**src/rtl/mips_mc_controller.sv**
```systemverilog
// ============================================================================
// Module  : mips_mc_controller
// Brief   : Multicycle MIPS control FSM with memory-ready wait handshake.
// Revision: 1.0 - initial release
// ============================================================================
`default_nettype none

module mips_mc_controller #(
    parameter int WIDTH = 32
) (
    input  logic             clk,
    input  logic             rst,
    input  logic [WIDTH-1:0] inst_i,
    input  logic             zero_i,
    input  logic             mem_ready_i,
    output logic             memread_o,
    output logic             memwrite_o,
    output logic             alusrca_o,
    output logic             memtoreg_o,
    output logic             iord_o,
    output logic             regdst_o,
    output logic             pcen_o,
    output logic             regwrite_o,
    output logic             irwrite_o,
    output logic [1:0]       pcsource_o,
    output logic [1:0]       alusrcb_o,
    output logic [2:0]       alucont_o,
    output logic             illegal_o,
    output logic [3:0]       state_o
);

    typedef enum logic [3:0] {
        S_FETCH  = 4'd0,
        S_DECODE = 4'd1,
        S_MEMADR = 4'd2,
        S_LWRD   = 4'd3,
        S_LWWB   = 4'd4,
        S_SWWR   = 4'd5,
        S_REX    = 4'd6,
        S_RWB    = 4'd7,
        S_BEX    = 4'd8,
        S_AEX    = 4'd9,
        S_AWB    = 4'd10,
        S_JEX    = 4'd11
    } state_t;

    localparam logic [5:0] c_OP_R    = 6'b000000;
    localparam logic [5:0] c_OP_LW   = 6'b100011;
    localparam logic [5:0] c_OP_SW   = 6'b101011;
    localparam logic [5:0] c_OP_BEQ  = 6'b000100;
    localparam logic [5:0] c_OP_J    = 6'b000010;
    localparam logic [5:0] c_OP_ADDI = 6'b001000;

    state_t     r_state;
    state_t     w_next;
    logic [5:0] w_op;
    logic [5:0] w_funct;
    logic       w_funct_ok;
    logic [2:0] w_funct_alu;
    logic       w_unused_inst;

    assign w_op          = inst_i[WIDTH-1 -: 6];
    assign w_funct       = inst_i[5:0];
    assign w_unused_inst = ^inst_i[WIDTH-7:6];

    always_comb begin
        w_funct_ok  = 1'b1;
        w_funct_alu = 3'b010;
        case (w_funct)
            6'b100000: w_funct_alu = 3'b010;
            6'b100010: w_funct_alu = 3'b110;
            6'b100100: w_funct_alu = 3'b000;
            6'b100101: w_funct_alu = 3'b001;
            6'b101010: w_funct_alu = 3'b111;
            default:   w_funct_ok  = 1'b0;
        endcase
    end

    always_ff @(posedge clk or negedge rst) begin
        if (!rst) begin
            r_state <= S_FETCH;
        end else begin
            r_state <= w_next;
        end
    end

    // Outputs decode the state register; the rst gate forces everything
    // (alucont included) to zero while reset is held.
    always_comb begin
        w_next     = S_FETCH;
        memread_o  = 1'b0;
        memwrite_o = 1'b0;
        alusrca_o  = 1'b0;
        memtoreg_o = 1'b0;
        iord_o     = 1'b0;
        regdst_o   = 1'b0;
        pcen_o     = 1'b0;
        regwrite_o = 1'b0;
        irwrite_o  = 1'b0;
        pcsource_o = 2'b00;
        alusrcb_o  = 2'b00;
        alucont_o  = 3'b010;
        illegal_o  = 1'b0;
        state_o    = r_state;
        case (r_state)
            S_FETCH: begin
                memread_o = 1'b1;
                alusrcb_o = 2'b01;
                irwrite_o = mem_ready_i;
                pcen_o    = mem_ready_i;
                w_next    = mem_ready_i ? S_DECODE : S_FETCH;
            end
            S_DECODE: begin
                alusrcb_o = 2'b11;
                case (w_op)
                    c_OP_LW, c_OP_SW: w_next = S_MEMADR;
                    c_OP_ADDI:        w_next = S_AEX;
                    c_OP_BEQ:         w_next = S_BEX;
                    c_OP_J:           w_next = S_JEX;
                    c_OP_R: begin
                        w_next    = w_funct_ok ? S_REX : S_FETCH;
                        illegal_o = ~w_funct_ok;
                    end
                    default:          illegal_o = 1'b1;
                endcase
            end
            S_MEMADR: begin
                alusrca_o = 1'b1;
                alusrcb_o = 2'b10;
                w_next    = (w_op == c_OP_SW) ? S_SWWR : S_LWRD;
            end
            S_LWRD: begin
                iord_o    = 1'b1;
                memread_o = 1'b1;
                w_next    = mem_ready_i ? S_LWWB : S_LWRD;
            end
            S_LWWB: begin
                regwrite_o = 1'b1;
                memtoreg_o = 1'b1;
            end
            S_SWWR: begin
                iord_o     = 1'b1;
                memwrite_o = 1'b1;
                w_next     = mem_ready_i ? S_FETCH : S_SWWR;
            end
            S_REX: begin
                alusrca_o = 1'b1;
                alucont_o = w_funct_alu;
                w_next    = S_RWB;
            end
            S_RWB: begin
                regwrite_o = 1'b1;
                regdst_o   = 1'b1;
            end
            S_BEX: begin
                alusrca_o  = 1'b1;
                alucont_o  = 3'b110;
                pcsource_o = 2'b01;
                pcen_o     = zero_i;
            end
            S_AEX: begin
                alusrca_o = 1'b1;
                alusrcb_o = 2'b10;
                w_next    = S_AWB;
            end
            S_AWB: begin
                regwrite_o = 1'b1;
            end
            S_JEX: begin
                pcsource_o = 2'b10;
                pcen_o     = 1'b1;
            end
            default: w_next = S_FETCH;
        endcase
        if (!rst) begin
            memread_o  = 1'b0;
            memwrite_o = 1'b0;
            alusrca_o  = 1'b0;
            memtoreg_o = 1'b0;
            iord_o     = 1'b0;
            regdst_o   = 1'b0;
            pcen_o     = 1'b0;
            regwrite_o = 1'b0;
            irwrite_o  = 1'b0;
            pcsource_o = 2'b00;
            alusrcb_o  = 2'b00;
            alucont_o  = 3'b000;
            illegal_o  = 1'b0;
            state_o    = 4'd0;
        end
    end

endmodule

`default_nettype wire

```
**config.mk**
```make
export PLATFORM = sky130hd
export DESIGN_NAME = mips_mc_controller
export DESIGN_NICKNAME = d
export VERILOG_FILES = /design/src/rtl/mips_mc_controller.sv
export SDC_FILE = /design/constraint.sdc
export NUM_CORES = 1
export LEC_CHECK = 0
export CAP_MARGIN = 10
export CORE_MARGIN = 10
export CORE_UTILIZATION = 29
export CTS_BUF_LIST = sky130_fd_sc_hd__clkbuf_8
export DETAILED_ROUTE_END_ITERATION = 7
export PLACE_DENSITY = 0.78
export SYNTH_ARGS = -nofsm -noshare
export SYNTH_HDL_FRONTEND = slang
export SYNTH_SLANG_ARGS = --single-unit
```
**constraint.sdc**
```tcl
create_clock -name clk -period 1.36 [get_ports clk]
set_input_delay 0.136 -clock clk [delete_from_list [all_inputs] [get_ports clk]]
set_output_delay 0.136 -clock clk [all_outputs]
set_load 0.005 [all_outputs]
```
==> flow_summary.json, run 1 <==
{
  "ios": 57,
  "clock_latency_ps": 210,
  "critPathRequiredTime_ps": 1220,
  "drt_wl_total_um": 4480,
  "die_h_um": 66.8,
  "vias_per_cell": 5.77,
  "violations": "negative setup slack",
  "critPathKind": "flop to output pin",
  "hold_class": "input port to asynchronous set/reset pin",
  "status": "complete, but fails checks",
  "slew_headroom": 0.778,
  "worstPathArrival_ps": 1580,
  "dp_slack_ps": -737,
  "wire_per_inst_um": 21.7,
  "port_buffers": 36,
  "synth_compound_area_frac": 0.249,
  "dpl_cell_area_um2": 1230,
  "syn_area_um2": 634,
  "syn-num-nets": 132,
  "clkSinkCount": 4,
  "grt_max_degree": 10,
  "regToRegSetupSlack_ps": -210,
  "cp.depth": 6,
  "rr_endpoint": "r_state[1]",
  "finalSetupViolCount": 18,
  "synthFlopType": "dfrtp_1",
  "layout_common_cells": "buf_4 (27), buf_6 (26), buf_2 (14)",
  "p_total_w": 0.00192,
  "grt_pass1_wl_um": 5790,
  "startpoint": "r_state[0]",
  "synth_cell_types": 32,
  "largest_register_ffs": 4,
  "drt-pass1-iter-count": 4,
  "max_freq_mhz": 582,
  "skew_ps": 0.195,
  "start_util": 0.314,
  "synth_top_family_by_area": "simple AND/OR/NAND/NOR gates",
  "period_share": 1.26,
  "slowest_stage": "dfrtp_1",
  "post-route-util": 0.837,
  "dieArea_um2": 4460,
  "cts.clk_slew.worst_paths_ps": 30,
  "synth-edff-count": 0,
  "drive_gt1_frac": 0.659,
  "maxSlewViolCount": 0,
  "avgSynthCellArea_um2": 6.61,
  "syn_inst": 96,
  "top_regs": "r_state (4)",
  "h-tree-depth": 1,
  "antenna_found_initial": 0,
  "largest-register": "r_state",
  "hold_viol_final": 0,
  "nets": 217,
  "insertedDiodeCount": 0,
  "drc": 0,
  "finalInstanceArea_um2": 1690,
  "overflow": 0,
  "cts_made_buffers": 3,
  "worstMarginPinSlew_ps": 330,
  "synth_fa_ha_area_frac": 0,
  "cpPeakStageDelay_ps": 390,
  "power_per_cell_area_nw_per_um2": 1130,
  "end_kind": "output pin",
  "fin_crit_ps": 1720,
  "ys_async_sr_fraction": 1.00,
  "cts_root_buf": "clkbuf_8",
  "crit_fanout": 2,
  "n_fill_cell": 87,
  "reg2regPathDepth": 6,
  "crit_buf_inv": 2,
  "synth_simple_gate_area_frac": 0.493,
  "yosysSeqAreaShare": 0.158,
  "hold_buffers": 0,
  "final_common_cell": "buf_4",
  "row_count": 16,
  "crit_end": "alucont_o[0]",
  "r2r-start": "r_state[2]",
  "path_cells": "nand2b_4 > nor4b_4 > nand2_2 > buf_4 > nor2_2 > buf_2",
  "ys_seq_elements": 4,
  "cap_viol_max_count": 0,
  "die_w_um": 66.8,
  "path_delay_family": "simple AND/OR/NAND/NOR gates",
  "cts_tree": "yes",
  "core_area_um2": 2020,
  "whs_ps": 190,
  "synthXorXnorAreaFrac": 0.0414,
  "drtIter0Drc": 134,
  "postRouteAntennaNets": 0,
  "rsz0062_at_grt": "yes",
  "grt.total_usage": 0.164,
  "grt_pass1_vias": 1189,
  "syn_to_final_growth_pct": 167,
  "p_leak_nw": 0.782,
  "finalWorstSetupSlack_ps": -359,
  "synthMuxAreaShare": 0.0178,
  "yosysWarnings": 0,
  "finalWeightedCongestion": 0.885,
  "vdd_drop_max_mv": 1.40,
  "post-dp-hpwl_um": 2210,
  "clock_path_buffers": 2,
  "vias": 1188,
  "startpoint_type": "flop"
}
-- worst register-to-register path: stages, from the launching register on --
cell and delay [ps]:
dfrtp_2 430, buf_6 130, buf_6 120, buf_6 120, or3_4 380, a22oi_2 180, o21ai_1 90
-- layer usage --
| layer | global-route usage | part of all wire | vias to the layer above |
|---|---|---|---|
| li1 | - | - | 511 |
| met3 | 0.0702 | 0.11 | 24 |
| met2 | 0.265 | 0.45 | 103 |
| met5 | 0 | 0 | - |
| met1 | 0.173 | 0.39 | 550 |
| met4 | 0.0942 | 0.050 | 0 |
-- area by class of cell --
type                    count  area [um2]  area share
flip-flops and latches      4         101      0.0599
multi-input cells          85         768       0.454
clock buffers               3        41.3      0.0244
inverters                   1        3.75     0.00222
repair buffers             86         743       0.439
well taps                  27        33.8      0.0200
-- logic make-up after synthesis --
logic type      count (synthesis)
simple gates                   58
buf+inv                         7
xor+xnor                        3
flops                           4
mux                             1
compound gates                 23
-- metrics by stage --
stage | instances | TNS (ps)
after floorplan | 96 | 0
final | 206 | -3390
after global routing | 206 | -4200
after global placement | 183 | -8880
after CTS | 198 | -2490
after detailed placement | 183 | -9190
-- worst min-delay path by stage --
stage,from,to,slack (ps),depth (start not counted)
after floorplan,rst,r_state[0],-160,0
after global placement,rst,r_state[0],570,2
after detailed placement,rst,r_state[2],570,2
after CTS,rst,r_state[0],120,2
after global routing,rst,r_state[1],200,2
final,rst,r_state[3],190,2
-- synthesized netlist by cell type (all sizes together), types with 2 or more instances --
master	n	area [um2]
xor2	2	17.5
nand2b	5	31.3
o2bb2ai	2	17.5
nor4	2	12.5
clkbuf	6	22.5
nor3b	3	22.5
dfrtp	4	100
o21a	3	22.5
nor4b	2	17.5
and2	4	25.0
a21oi	4	20.0
o21ai	5	25.0
a22oi	2	15.0
nor3	4	20.0
nand2	9	33.8
nor2b	8	50.1
nor2	14	52.6
and3	4	25.0
-- power breakdown --
group          total [W]  internal (W)  switching, W
combinational    0.00150      0.000818      0.000681
sequential      0.000176      0.000148     0.0000285
clock           0.000241      0.000188     0.0000533
-- timing repair --
| item | CTS | global route |
|---|---|---|
| setup buffers | 12 | 10 |
| setup endpoints to repair | 24 | 23 |
| resized for setup | 135 | 48 |
| pin swaps | 16 | 16 |
No activity file was read; power rests on OpenSTA's default activity.
==> inputs of run 2 (changes only) <==
Settings changed: PLACE_DENSITY 0.78 to 0.79.
==> run 2 against run 1 <==
Effect of this change: largest cell class unchanged; flip-flop and latch count stayed put; utilization up 5.9 points; register-to-register slack improved by 100 ps; the run still ends with negative setup slack left; critical path type unchanged; via count increased by 7.3%.
==> flow_summary.json, run 2 (synthesis gave the netlist of run 1 again) <==
{
  "vias_per_cell": 6.07,
  "dieArea_um2": 4460,
  "post-dp-hpwl_um": 2070,
  "clock_path_buffers": 2,
  "drc": 0,
  "grt.total_usage": 0.171,
  "wire_per_inst_um": 25.5,
  "drt_wl_total_um": 5350,
  "largest_register_ffs": 4,
  "hold_buffers": 0,
  "status": "complete, but fails checks",
  "startpoint_type": "flop",
  "grt_pass1_vias": 1198,
  "maxSlewViolCount": 0,
  "critPathKind": "flop to output pin",
  "p_leak_nw": 0.835,
  "drt-pass1-iter-count": 5,
  "worstMarginPinSlew_ps": 366,
  "drive_gt1_frac": 0.754,
  "end_kind": "output pin",
  "insertedDiodeCount": 0,
  "ios": 57,
  "finalWeightedCongestion": 0.806,
  "internal-power_w": 0.00121,
  "final_common_cell": "buf_6",
  "regToRegSetupSlack_ps": -110,
  "power_per_cell_area_nw_per_um2": 1150,
  "n_fill_cell": 78,
  "worstPathArrival_ps": 1590,
  "h-tree-depth": 1,
  "r2r-start": "r_state[3]",
  "row_count": 16,
  "period_share": 1.27,
  "crit_fanout": 4,
  "rr_endpoint": "r_state[1]",
  "slew_headroom": 0.756,
  "switching_power_w": 0.000876,
  "critPathRequiredTime_ps": 1220,
  "cts_tree": "yes",
  "syn_to_final_growth_pct": 185,
  "switching_share": 0.419,
  "top_regs": "r_state (4)",
  "antenna_found_initial": 0,
  "rsz0062_at_grt": "yes",
  "die_w_um": 66.8,
  "vias": 1275,
  "seq_power_share": 0.088,
  "hold_class": "input port to asynchronous set/reset pin",
  "dp_slack_ps": -756,
  "finalSetupTns_ps": -3750,
  "cts_made_buffers": 3,
  "largest-register": "r_state",
  "start_util": 0.314,
  "fin_crit_ps": 1720,
  "overflow": 0,
  "grt_max_degree": 14,
  "max_freq_mhz": 581,
  "p_comb_frac": 0.790,
  "reg2regPathDepth": 6,
  "drtIter0Drc": 133,
  "nets": 221,
  "finalInstanceArea_um2": 1810,
  "die_h_um": 66.8,
  "layout_common_cells": "buf_6 (29), buf_4 (27), buf_2 (14)",
  "cap_viol_max_count": 0,
  "dpl_cell_area_um2": 1230,
  "regArea_um2": 103,
  "clkSinkCount": 4,
  "clock_latency_ps": 220,
  "port_buffers": 36,
  "clock_power_share": 0.122,
  "cts_root_buf": "clkbuf_8",
  "skew_ps": 1.05,
  "grt_pass1_wl_um": 6040,
  "multi_input_area_um2": 851,
  "postRouteAntennaNets": 0,
  "vdd_drop_max_mv": 1.23,
  "core_area_um2": 2020,
  "hold_viol_final": 0,
  "post-route-util": 0.895,
  "finalSetupViolCount": 22,
  "cts.clk_slew.worst_paths_ps": 30,
  "finalWorstSetupSlack_ps": -362,
  "violations": "negative setup slack"
}
[run 2: worst max path at each step]
| stage | start | end | slack (ps) |
|---|---|---|---|
| finish | r_state[0] | alusrcb_o[1] | -360 |
| global route | r_state[0] | alusrcb_o[1] | -370 |
| CTS | r_state[2] | alucont_o[2] | -210 |
| detailed placement | inst_i[1] | illegal_o | -760 |
| global placement | inst_i[1] | illegal_o | -750 |
| floorplan | r_state[1] | pcen_o | 10 |
[run 2: timing repair]
action,4_1_cts,5_1_grt
endpoints found under the hold margin,0,0
resized for setup,144,74
pin swaps,21,21
setup buffers,12,15
setup endpoints to repair,24,23
cloned,1,1
[run 2: per-stage QoR]
stage | power, W | hold WS (ps) | cells
floorplan | 0.000501 | -160 | 96
global placement | 0.000979 | 559 | 183
detailed placement | 0.000998 | 550 | 183
CTS | 0.00158 | 95.6 | 199
global route | 0.00216 | 227 | 210
finish | 0.00209 | 227 | 210
[run 2: worst max-delay path: stages, from the launching register on]
cell	delay (ps)
dfrtp_1	390
buf_6	150
buf_6	100
buf_6	80
nor2b_4	230
nor2_2	90
nor3b_2	180
buf_2	150
[run 2: cell type report]
type | instances | share of cell area
Sequential cell | 4 | 0.0567
Clock buffer | 3 | 0.0228
Multi-Input combinational cell | 85 | 0.470
Tap cell | 27 | 0.0187
Timing Repair Buffer | 90 | 0.428
Inverter | 1 | 0.00346
[run 2: power by group through the flow]
| stage | registers, W | clock network (W) | logic, W |
|---|---|---|---|
| after global routing | 0.000185 | 0.000269 | 0.00171 |
| after CTS | 0.000172 | 0.000256 | 0.00115 |
| after floorplan | 0.000162 | 0 | 0.000339 |
| after detailed placement | 0.000164 | 0 | 0.000834 |
| final | 0.000184 | 0.000254 | 0.00165 |
| after global placement | 0.000163 | 0 | 0.000816 |
[run 2: layer usage]
metal  vias to the layer above  global-route usage  routed length (um)
met2                       126               0.277                2260
met4                         0              0.0942                 248
li1                        517                   -                   -
met5                         -                   0                   0
met3                        22              0.0602                 736
met1                       610               0.189                2110
